File: config.mk
export PLATFORM = sky130hd
export DESIGN_NAME = fetchbuffer
export DESIGN_NICKNAME = d
export VERILOG_FILES = /design/src/rtl/fetchbuffer.sv
export SDC_FILE = /design/constraint.sdc
export NUM_CORES = 1
export LEC_CHECK = 0
export BUFFER_PORTS_ARGS = -buffer_cell sky130_fd_sc_hd__buf_2
export CORE_MARGIN = 5
export CORE_UTILIZATION = 35
export CTS_BUF_LIST = sky130_fd_sc_hd__clkbuf_16
export DETAILED_ROUTE_END_ITERATION = 7
export GPL_TIMING_DRIVEN = 0
export PLACE_DENSITY = 0.59
export SYNTH_ARGS = -nofsm -noshare
export SYNTH_HDL_FRONTEND = slang
export SYNTH_SLANG_ARGS = --single-unit
export TNS_END_PERCENT = 1
File: constraint.sdc
create_clock -name clk -period 6.9 [get_ports clk]
set_clock_uncertainty 0.1 [all_clocks]
set_input_delay 2.07 -clock clk [delete_from_list [all_inputs] [get_ports clk]]
set_output_delay 2.07 -clock clk [all_outputs]
set_load 0.01 [all_outputs]
File: src/rtl/fetchbuffer.sv
// Fetch-stage responder: a halfword ring buffer fed by sequential word prefetch from imem,
// returning whole RV32IC instructions (including ones that straddle a word boundary) with zero latency.
module fetchbuffer #(
  parameter int unsigned DEPTH      = 4,
  parameter logic [31:0] RESET_ADDR = 32'h0
) (
  input  logic        clk,
  input  logic        rst,
  input  logic        fetchbuffer_in_mem_valid_i,
  input  logic        fetchbuffer_in_mem_fence_i,
  input  logic        fetchbuffer_in_mem_instr_i,
  input  logic [31:0] fetchbuffer_in_mem_addr_i,
  input  logic [31:0] fetchbuffer_in_mem_wdata_i,
  input  logic [3:0]  fetchbuffer_in_mem_wstrb_i,
  output logic        fetchbuffer_out_mem_ready_o,
  output logic [31:0] fetchbuffer_out_mem_rdata_o,
  output logic        imem_in_mem_valid_o,
  output logic        imem_in_mem_fence_o,
  output logic        imem_in_mem_instr_o,
  output logic [31:0] imem_in_mem_addr_o,
  output logic [31:0] imem_in_mem_wdata_o,
  output logic [3:0]  imem_in_mem_wstrb_o,
  input  logic        imem_out_mem_ready_i,
  input  logic [31:0] imem_out_mem_rdata_i
);
  localparam int unsigned HW = 2 * DEPTH;
  localparam int unsigned HB = $clog2(HW);
  localparam int unsigned WB = $clog2(DEPTH);
  localparam logic [HB:0] ONE       = (HB+1)'(1);
  localparam logic [HB:0] TWO       = (HB+1)'(2);
  localparam logic [HB:0] ISSUE_MAX = (HB+1)'(HW - 2);

  logic [15:0]   buf_q [HW];
  logic [WB-1:0] wptr_q, wptr_d;
  logic [HB-1:0] rptr_q, rptr_d;
  logic [HB:0]   count_q, count_d;
  logic [31:0]   rd_pc_q, rd_pc_d;
  logic [31:0]   fetch_addr_q, fetch_addr_d;
  logic [31:0]   imem_addr_q, imem_addr_d;
  logic          pending_q, pending_d;
  logic          discard_q, discard_d;
  logic          fence_req_q, fence_req_d;
  logic          imem_fence_q, imem_fence_d;
  logic          skip_q, skip_d;

  logic [15:0] h0, h1;
  logic        is32, hit, ready, flush, ret, ret_write, issue;
  logic [HB:0] n_cons, n_add;
  logic        unused_in;

  assign unused_in = ^{fetchbuffer_in_mem_instr_i, fetchbuffer_in_mem_wdata_i, fetchbuffer_in_mem_wstrb_i};

  assign h0 = buf_q[rptr_q];
  assign h1 = buf_q[rptr_q + HB'(1)];

  always_comb begin
    is32  = (h0[1:0] == 2'b11);
    hit   = fetchbuffer_in_mem_valid_i & ~fetchbuffer_in_mem_fence_i &
            (fetchbuffer_in_mem_addr_i == rd_pc_q);
    flush = fetchbuffer_in_mem_valid_i &
            (fetchbuffer_in_mem_fence_i | (fetchbuffer_in_mem_addr_i != rd_pc_q));
    ready = hit & (is32 ? (count_q >= TWO) : (count_q >= ONE));
    fetchbuffer_out_mem_ready_o = ready;
    fetchbuffer_out_mem_rdata_o = ready ? (is32 ? {h1, h0} : {16'h0, h0}) : 32'h0;

    ret       = imem_out_mem_ready_i & pending_q;
    ret_write = ret & ~discard_q & ~flush;
    n_cons    = ready ? (is32 ? TWO : ONE) : '0;
    // the first word of a misaligned stream only contributes its upper half
    n_add     = ret_write ? (skip_q ? ONE : TWO) : '0;

    wptr_d       = wptr_q;
    rptr_d       = rptr_q;
    count_d      = count_q;
    rd_pc_d      = rd_pc_q;
    fetch_addr_d = fetch_addr_q;
    imem_addr_d  = imem_addr_q;
    discard_d    = discard_q;
    fence_req_d  = fence_req_q;
    imem_fence_d = imem_fence_q;
    skip_d       = skip_q;
    pending_d    = pending_q & ~ret;

    if (flush) begin
      count_d      = '0;
      wptr_d       = '0;
      rd_pc_d      = fetchbuffer_in_mem_addr_i;
      rptr_d       = {{(HB-1){1'b0}}, fetchbuffer_in_mem_addr_i[1]};
      fetch_addr_d = {fetchbuffer_in_mem_addr_i[31:2], 2'b00};
      skip_d       = fetchbuffer_in_mem_addr_i[1];
      discard_d    = pending_q & ~ret;
      fence_req_d  = fence_req_q | fetchbuffer_in_mem_fence_i;
    end else begin
      count_d = count_q + n_add - n_cons;
      if (ready) begin
        rptr_d  = rptr_q + (is32 ? HB'(2) : HB'(1));
        rd_pc_d = rd_pc_q + (is32 ? 32'd4 : 32'd2);
      end
      if (ret_write) begin
        wptr_d = wptr_q + WB'(1);
        skip_d = 1'b0;
      end
      if (ret) discard_d = 1'b0;
    end

    if (ret) imem_fence_d = 1'b0;

    // the in-flight word is reserved as a full word even when half of it will be skipped
    issue = ~pending_d & ~flush & (count_d <= ISSUE_MAX);
    if (issue) begin
      pending_d    = 1'b1;
      imem_addr_d  = fetch_addr_d;
      fetch_addr_d = fetch_addr_d + 32'd4;
      imem_fence_d = fence_req_d;
      fence_req_d  = 1'b0;
    end
  end

  always_ff @(posedge clk) begin
    if (!rst) begin
      wptr_q       <= '0;
      rptr_q       <= '0;
      count_q      <= '0;
      rd_pc_q      <= RESET_ADDR;
      fetch_addr_q <= {RESET_ADDR[31:2], 2'b00};
      imem_addr_q  <= '0;
      pending_q    <= 1'b0;
      discard_q    <= 1'b0;
      fence_req_q  <= 1'b0;
      imem_fence_q <= 1'b0;
      skip_q       <= 1'b0;
    end else begin
      wptr_q       <= wptr_d;
      rptr_q       <= rptr_d;
      count_q      <= count_d;
      rd_pc_q      <= rd_pc_d;
      fetch_addr_q <= fetch_addr_d;
      imem_addr_q  <= imem_addr_d;
      pending_q    <= pending_d;
      discard_q    <= discard_d;
      fence_req_q  <= fence_req_d;
      imem_fence_q <= imem_fence_d;
      skip_q       <= skip_d;
    end
  end

  always_ff @(posedge clk) begin
    if (ret_write) begin
      buf_q[{wptr_q, 1'b0}] <= imem_out_mem_rdata_i[15:0];
      buf_q[{wptr_q, 1'b1}] <= imem_out_mem_rdata_i[31:16];
    end
  end

  assign imem_in_mem_valid_o = pending_q;
  assign imem_in_mem_instr_o = pending_q;
  assign imem_in_mem_fence_o = imem_fence_q;
  assign imem_in_mem_addr_o  = imem_addr_q;
  assign imem_in_mem_wdata_o = 32'h0;
  assign imem_in_mem_wstrb_o = 4'h0;
endmodule

---- After elaboration in Yosys (flattened, before gate mapping) ----
Memory sizes are Yosys's and may differ from the RTL's.
Cells that the tools add are included.
W data, S select, Z words.
cells by class
  add/sub/neg operators ................... 7
  magnitude comparators ................... 3
  equal/unequal tests ..................... 3
  mux-type cells .......................... 25
  bitwise logic cells ..................... 18
  reductions and logical operators ........ 6
operator list
  operator                 count
  $mux W32                 6
  $add A32 B3 Y32          1
  $add A32 B3 Y32 const B  1
  $eq A32 B32 Y1           1
  $ne A32 B32 Y1           1
  $mux W1                  12
  $and A1 B1 Y1            10
  $mux W2                  5
  $reduce_bool A2 Y1       4
  $not A1 Y1               6
  $add A4 B2 Y4            1
  $ge A4 B1 Y1 const B     1
  $ge A4 B2 Y1 const B     1
  $le A4 B3 Y1 const B     1
  $mux W4                  1
  $reduce_or A2 Y1         2
  $sub A4 B2 Y4            1
  $add A3 B1 Y3 const B    1
  $add A3 B2 Y3            1
  $mux W3                  1
  $add A2 B1 Y2 const B    1
  $eq A2 B2 Y1 const B     1
  $or A1 B1 Y1             2
storage, ports and cells
  flip-flop bits (word level) ............. 110
  memory bits (writable) .................. 128
  input bits .............................. 106
  output and inout port bits .............. 104
  logic and storage cells ................. 75
  memories ................................ 1
memories
  name   words  width  rd ports  clocked after memory_dff  wr ports  RTL line  RTL
  buf_q  8      16     2         0                         2         33        logic [15:0] buf_q [HW];

---- Logic depth before layout (Yosys ltp) ----
Gate-level depths: netlist of the first run.
  depth in word-level cells ............... 12
  depth in mapped cells ................... 22
  depth with buffers taken out ............ 19

---- Least setup slack after synthesis of the first run ----
No wires, ideal clock.
  path kind ............................... input-to-reg
  start ................................... in fetchbuffer_in_mem_addr_i[12]
  end ..................................... reg fetch_addr_q[11]
  library setup time ...................... 0.086 ns
  data arrival time ....................... 6.309 ns
  required time ........................... 6.714 ns
  path slack .............................. 0.405 ns
  cell stages on the path ................. 19
  path buffers ............................ 2
  path through ............................ xor2_1 -> nor4_1 -> nand4_1 -> nor3_1 -> nand2_1 -> clkbuf_1 -> inv_1 -> nand2_1 -> clkbuf_1 -> inv_1 -> fa_1 -> fa_1 -> xnor2_1 -> a31oi_1 -> nand3_1 -> nor2_1 -> and3_1 -> xnor2_1 -> a211oi_1
between the ends
  word-level cells in the longest chain between the ends .. 12
  elaborated cells between the ends (all ways) .. 19
  classes of those cells .................. add/sub (3); order compare (1); eq/ne (2); mux (5); bitwise (8)
ends and longest elaborated chain
  what                    RTL line  RTL
  start: declaration      12        input logic [31:0] fetchbuffer_in_mem_addr_i,
  $ne A32 B32 Y1          61        (fetchbuffer_in_mem_fence_i | (fetchbuffer_in_mem_addr_i != rd_pc_q));
  $or A1 B1 Y1            61
  $and A1 B1 Y1           60        flush = fetchbuffer_in_mem_valid_i &
  $not A1 Y1              67, 109
  $and A1 B1 Y1           67        ret_write = ret & ~discard_q & ~flush;
  $mux W2                 70        n_add = ret_write ? (skip_q ? ONE : TWO) : '0;
  $add A4 B2 Y4           94        count_d = count_q + n_add - n_cons;
  $sub A4 B2 Y4           94
  $mux W4                 84        if (flush) begin
  $le A4 B3 Y1            109       issue = ~pending_d & ~flush & (count_d <= ISSUE_MAX);
  $and A1 B1 Y1           109
  $mux W32 (*)            110       if (issue) begin
  end signal: assignment  125       fetch_addr_q <= {RESET_ADDR[31:2], 2'b00};
  end signal: assignment  137       fetch_addr_q <= fetch_addr_d;
  end: declaration        38        logic [31:0] fetch_addr_q, fetch_addr_d;
Mark *: on every way between the ends. The rest lies on a longest branch, timed or not.
A chain may end at the register's enable or synchronous reset.

---- Final worst setup path of the first run ----
  start ................................... in fetchbuffer_in_mem_addr_i[8]
  end ..................................... out fetchbuffer_out_mem_rdata_o[23]
between the ends
  word-level cells in the longest chain between the ends .. 4
ends and longest elaborated chain
  what              RTL line  RTL
  $eq A32 B32 Y1    59        (fetchbuffer_in_mem_addr_i == rd_pc_q);
  $and A1 B1 Y1     58        hit = fetchbuffer_in_mem_valid_i & ~fetchbuffer_in_mem_fence_i &
  $and A1 B1 Y1     62        ready = hit & (is32 ? (count_q >= TWO) : (count_q >= ONE));
  $mux W32          64        fetchbuffer_out_mem_rdata_o = ready ? (is32 ? {h1, h0} : {16'h0, h0}) : 32'h0;
  end: declaration  16        output logic [31:0] fetchbuffer_out_mem_rdata_o,
No other way between the ends.

==> flow_metrics.py, run 1 <==
metrics = {
    "grt": {
        "antenna_found_initial": 6,
        "grtUsageTotal_pct": 18.20,
        "grt_pass1_wl_mm": 54.09,
        "grt_overflow": 0,
        "grt_pass1_vias": 9281,
        "grt_max_degree": 33,
    },
    "floorplan": {
        "die_w_um": 193.8,
        "start_util_pct": 35.36,
        "die_area_um2": 37570,
        "ios": 210,
        "rows": 67,
        "core_um2": 33450,
        "fp.dieH_um": 193.8,
    },
    "cts": {
        "cts_max_level": 1,
        "cts_sinks": 238,
        "clk_pin_slew_ps": 50,
        "cts_root_buffer": "clkbuf_16",
        "clk_path_buf_depth": 3,
        "cts_tree": "done",
        "numCtsBuffers": 29,
        "ctsHoldBuffers": 0,
        "clk-insertion-delay-late_ps": 550,
    },
    "placed_design": {
        "dpl_cell_area_um2": 13280,
        "dp_cells": 1689,
        "gp_congestion": 0.8946,
        "numPortBuffers": 136,
        "dpl_worst_slack_ps": -1505,
        "hpwlAfterDp_mm": 25.73,
    },
    "logic_synthesis": {
        "ys.warnings.count": 0,
        "synthFlopType": "edfxtp_1",
        "synth_area_leaders": "edfxtp_1 32%, dfxtp_1 19%, mux4_2 12%, nand2_1 5.3%, a21oi_1 3.3%",
        "synth_area_um2": 11830,
        "netlist_top_cells_count": "168 x nand2_1, 128 x edfxtp_1, 110 x dfxtp_1",
        "avgSynthCellArea_um2": 11.09,
        "synth.most_common_cell": "nand2_1",
        "synth.ff_latch_count": 238,
        "synth_cell_types": 49,
        "synth_cells": 1067,
        "synth_largest_area_cell": "edfxtp_1",
        "netlist.area_leader.share_pct": 32.49,
        "synth_seq_area_share_pct": 51.11,
        "synthArstFlopShare_pct": 0,
        "synth_edf_count": 128,
    },
    "job": {
        "cap_violations": 0,
    },
    "outcome": {
        "status": "completed",
    },
    "cells_and_area": {
        "area_delta_synth_final_pct": 21.02,
        "nets": 1398,
        "design_area_um2": 14320,
        "stdcell_count": 1746,
        "fin_util_pct": 42.80,
        "drive_above_1_share_pct": 24.15,
        "nFillCells": 3154,
        "multi_input_area_um2": 5373,
        "regArea_um2": 6046,
    },
    "routing": {
        "drt-vias-per-instance": 5.347,
        "wl_per_cell_um": 20.51,
        "dr.pass1.iters": 5,
        "drt_iter0_markers": 753,
        "drcViolationCount": 0,
        "detail-route-antenna-nets": 0,
        "vias": 9336,
        "drt_wl_total_mm": 35.81,
    },
    "timing": {
        "worstMarginPinSlew_ps": 1179,
        "slew_viol_final": 0,
        "relSlewSlack_pct": 21.42,
        "layout_setup_ws_ps": 95.73,
        "rsz0062_at_grt": "true",
        "setup_viol": 0,
        "period_share_pct": 98.61,
        "max_freq_mhz": 147.0,
        "hold_viol": 0,
        "period_minus_slack_ps": 6804,
    },
    "hold_path": {
        "min_path_type": "register to register",
    },
    "power_and_ir_drop": {
        "p_per_area_nw_per_um2": 235.2,
        "p_leak_nw": 5.244,
        "p_total_mw": 3.367,
        "irDropWorstVdd_uv": 194.1,
    },
    "worst_setup_path": {
        "critPathMaxFanout": 10,
        "endpoint_kind": "primary output",
        "r2r_setup_slack_ps": 600,
        "critical_path_class": "primary input to primary output",
        "critPathRequiredTime_ps": 4730,
        "cp.arrival_ps": 4630,
        "startpoint_type": "primary input",
    },
}
-- layout make-up --
cell class / instances / area share, %
Sequential cell: 238 / 42.23
Antenna cell: 2 / 0.03496
Inverter: 30 / 0.7866
Tap cell: 448 / 3.916
Multi-Input combinational cell: 732 / 37.53
Clock inverter: 24 / 1.259
Buffer: 102 / 3.785
Timing Repair Buffer: 141 / 5.384
Clock buffer: 29 / 5.069
-- routing by layer --
| layer | track usage, % | wire length (um) | vias to the layer above |
|---|---|---|---|
| met3 | 3.354 | 2978 | 85 |
| met5 | 0 | 36 | - |
| met1 | 24.07 | 14630 | 4527 |
| met4 | 6.510 | 1316 | 8 |
| li1 | - | - | 4293 |
| met2 | 30.15 | 16850 | 423 |
-- stage by stage --
stage                     hold slack (ps)  TNS [ps]
after floorplan                     327.4         0
after global placement              340.3    -84150
after detailed placement            343.8    -83360
after CTS                           353.4         0
after global routing                374.2    -16.33
final                               350.8         0
-- sequential cells by signal, summed over array words and instances (netlist names) --
register	count
fence_req_q	1
rptr_q	3
discard_q	1
imem_in_mem_fence_o	1
imem_in_mem_addr_o	32
count_q	4
imem_in_mem_instr_o	1
buf_q	128
wptr_q	2
fetch_addr_q	32
skip_q	1
rd_pc_q	32
-- what timing repair did --
item / in CTS / in global routing
setup endpoints to repair: 82 / 72
gates resized for setup: 15 / 13
cloned: 0 / 0
setup buffers: 0 / 2
pin swaps: 0 / 2
-- power by group --
part	total, mW	switching, mW	internal (mW)
clock network	1.44	0.598	0.840
logic	0.354	0.217	0.137
registers	1.57	0.0383	1.54
total	3.37	0.854	2.51
-- path summary, 6_finish.rpt --
| check | startpoint | end | depth (start not counted) |
|---|---|---|---|
| max | fetchbuffer_in_mem_addr_i[8] | fetchbuffer_out_mem_rdata_o[23] | 12 |
| min | imem_in_mem_addr_o[27] | imem_in_mem_addr_o[27] | 2 |
| max reg2reg | rptr_q[1] | fetch_addr_q[28] | 21 |
| min reg2reg | imem_in_mem_addr_o[27] | imem_in_mem_addr_o[27] | 2 |
-- layout by cell type, fill, tap and decap left out, types with 8 or more instances in the layout --
master       n
nand2_1    167
buf_2      138
edfxtp_1   128
dfxtp_1    110
a21oi_1     77
mux4_2      64
nor2_1      56
clkbuf_1    48
xor2_1      41
buf_4       39
conb_1      36
inv_1       34
nand3_1     30
clkbuf_16   29
a31oi_1     25
xnor2_1     21
mux2i_1     18
o211ai_1    18
and3_1      18
nor4_1      16
o21ai_0     16
nor3_1      14
ha_1        14
or3_1       13
nand4_1     12
a211oi_1    12
or4_1        9
buf_1        8
-- critical path: stages --
cell	delay (ps)
buf_2	140
xor2_1	180
nor4_1	360
nand3_1	260
nor3_4	230
nand2_1	90
clkbuf_2	230
inv_1	160
nand2_2	190
clkbuf_8	280
a21oi_1	240
buf_2	190
-- logic make-up after synthesis --
kind of cell / count (synthesis) / synth area share (%)
flops: 238 / 51.11
compound gates: 170 / 8.684
buf+inv: 132 / 5.384
xor+xnor: 64 / 4.739
fa+ha+maj: 18 / 2.158
mux: 82 / 13.71
other cells: 1 / 0.03170
simple gates: 362 / 14.18
Note: power is estimated with default switching activity, not from simulation.
==> inputs of run 2 (changes only) <==
--- a/config.mk
+++ b/config.mk
@@ -12,6 +12,7 @@
 export DETAILED_ROUTE_END_ITERATION = 7
 export GPL_TIMING_DRIVEN = 0
 export PLACE_DENSITY = 0.59
+export SETUP_SLACK_MARGIN = 0.3
 export SYNTH_ARGS = -nofsm -noshare
 export SYNTH_HDL_FRONTEND = slang
 export SYNTH_SLANG_ARGS = --single-unit
==> constraint.sdc (replaced) <==
create_clock -name clk -period 6.9 [get_ports clk]
set_clock_uncertainty 0.1 [all_clocks]
set_input_delay 2.07 -clock clk [delete_from_list [all_inputs] [get_ports clk]]
set_output_delay 2.07 -clock clk [all_outputs]
set_load 0.005 [all_outputs]
==> flow_metrics.py, run 2 (synthesis gave the netlist of run 1 again) <==
metrics = {
    "worst_setup_path": {
        "r2r_setup_slack_ps": 790,
        "critPathMaxFanout": 10,
        "reg2regPathDepth": 21,
        "critical_path_class": "primary input to primary output",
        "endpoint_kind": "primary output",
        "reg2reg_to": "fetch_addr_q[28]",
        "critPathRequiredTime_ps": 4730,
        "cp.arrival_ps": 4420,
        "worstReg2RegStart": "rptr_q[2]",
        "startpoint_type": "primary input",
    },
    "grt": {
        "antenna_found_initial": 6,
        "grt_max_degree": 33,
        "grtUsageTotal_pct": 18.19,
        "grt_pass1_wl_mm": 54.10,
        "grt_pass1_vias": 9308,
        "grt_overflow": 0,
    },
    "floorplan": {
        "core_um2": 33450,
        "ios": 210,
        "die_area_um2": 37570,
        "die_w_um": 193.8,
        "rows": 67,
        "fp.dieH_um": 193.8,
        "start_util_pct": 35.36,
    },
    "cells_and_area": {
        "final_common_cell": "nand2_1",
        "largest-register": "buf_q",
        "multi_input_area_um2": 5409,
        "nets": 1399,
        "area_delta_synth_final_pct": 21.41,
        "layout_common_cells": "167 x nand2_1, 138 x buf_2, 128 x edfxtp_1, 110 x dfxtp_1, 75 x a21oi_1",
        "regArea_um2": 6046,
        "drive_above_1_share_pct": 24.75,
        "nFillCells": 3143,
        "largest_reg_flops": 128,
    },
    "routing": {
        "drt_wl_total_mm": 35.69,
        "drcViolationCount": 0,
        "vias": 9380,
        "detail-route-antenna-nets": 0,
        "dr.pass1.iters": 5,
        "drt_iter0_markers": 704,
        "drt-vias-per-instance": 5.369,
        "wl_per_cell_um": 20.43,
    },
    "placed_design": {
        "gp_congestion": 0.8946,
        "hpwlAfterDp_mm": 25.73,
        "numPortBuffers": 136,
        "dpl_worst_slack_ps": -1505,
    },
    "timing": {
        "worstMarginPinSlew_ps": 1166,
        "final.setup.tns_ps": 0,
        "hold_viol": 0,
        "max_freq_mhz": 151.8,
        "period_share_pct": 95.50,
        "layout_setup_ws_ps": 310.2,
        "rsz0062_at_grt": "true",
        "period_minus_slack_ps": 6590,
        "setup_viol": 0,
        "slew_viol_final": 0,
        "hold_ws_ps": 350.8,
        "relSlewSlack_pct": 22.27,
    },
    "outcome": {
        "status": "completed",
    },
    "power_and_ir_drop": {
        "irDropWorstVdd_uv": 194.8,
        "p_leak_nw": 5.266,
        "p_per_area_nw_per_um2": 233.8,
    },
    "cts": {
        "cts_max_level": 1,
        "numCtsBuffers": 29,
        "cts_root_buffer": "clkbuf_16",
        "clk_path_buf_depth": 3,
        "clk-insertion-delay-late_ps": 540,
        "clk_pin_slew_ps": 50,
        "cts_tree": "done",
        "cts_sinks": 238,
    },
    "job": {
        "cap_violations": 0,
    },
    "hold_path": {
        "hold_path_depth": 2,
        "holdPathEnd": "imem_in_mem_addr_o[27]",
        "min_path_type": "register to register",
        "hp-start": "imem_in_mem_addr_o[27]",
    },
}
[run 2: worst max-delay path: stages]
cell and delay, ps:
buf_2 130, xor2_1 180, nor4_2 340, nand4_1 210, nor3_4 240, nand2_1 100
clkbuf_1 320, buf_1 400, nor2_1 270, buf_2 150
[run 2: layer usage]
layer / part of all wire, % / GRT usage, %
met1: 41 / 23.97
met2: 47 / 30.12
met5: 0.10 / 0
met3: 8.2 / 3.406
met4: 3.9 / 6.693
[run 2: how the worst max path moves through the flow]
| stage | startpoint | endpoint | slack (ps) | cells after the start |
|---|---|---|---|---|
| global route | fetchbuffer_in_mem_addr_i[27] | fetchbuffer_out_mem_rdata_o[15] | 190 | 10 |
| global placement | fetchbuffer_in_mem_addr_i[27] | fetch_addr_q[15] | -1500 | 20 |
| CTS | fetchbuffer_in_mem_addr_i[27] | fetchbuffer_out_mem_rdata_o[23] | 200 | 12 |
| finish | fetchbuffer_in_mem_addr_i[27] | fetchbuffer_out_mem_rdata_o[7] | 310 | 10 |
| floorplan | fetchbuffer_in_mem_addr_i[12] | fetch_addr_q[11] | 410 | 19 |
| detailed placement | fetchbuffer_in_mem_addr_i[27] | imem_in_mem_addr_o[27] | -1510 | 20 |
[run 2: timing repair]
item	in CTS	in global routing
pin swaps	1	3
setup endpoints to repair	98	95
endpoints found under the hold margin	0	0
setup buffers	1	2
gates resized for setup	21	15
hold buffers	0	0
[run 2: power breakdown]
group / internal, mW / leakage (nW) / switching, mW / total (mW)
Sequential: 1.54 / 2.06 / 0.0383 / 1.57
Combinational: 0.137 / 2.75 / 0.210 / 0.347
Clock: 0.840 / 0.459 / 0.595 / 1.44
[run 2: layout make-up]
type	instances	share of cell area [%]
Antenna cell	2	0.03485
Buffer	102	3.790
Clock buffer	29	5.053
Clock inverter	24	1.255
Inverter	30	0.7841
Multi-Input combinational cell	732	37.66
Sequential cell	238	42.10
Tap cell	448	3.903
Timing Repair Buffer	142	5.419
[run 2: metrics by stage]
| stage | instance area [um2] | std cells | total power [mW] | util (%) |
|---|---|---|---|---|
| final | 14360 | 1747 | 3.357 | 42.94 |
| after floorplan | 11960 | 1102 | 1.804 | - |
| after detailed placement | 13280 | 1689 | 1.936 | 39.71 |
| after global placement | 13200 | 1686 | 1.928 | 39.47 |
| after CTS | 14280 | 1743 | 3.373 | 42.69 |
| after global routing | 14360 | 1747 | 3.481 | 42.94 |
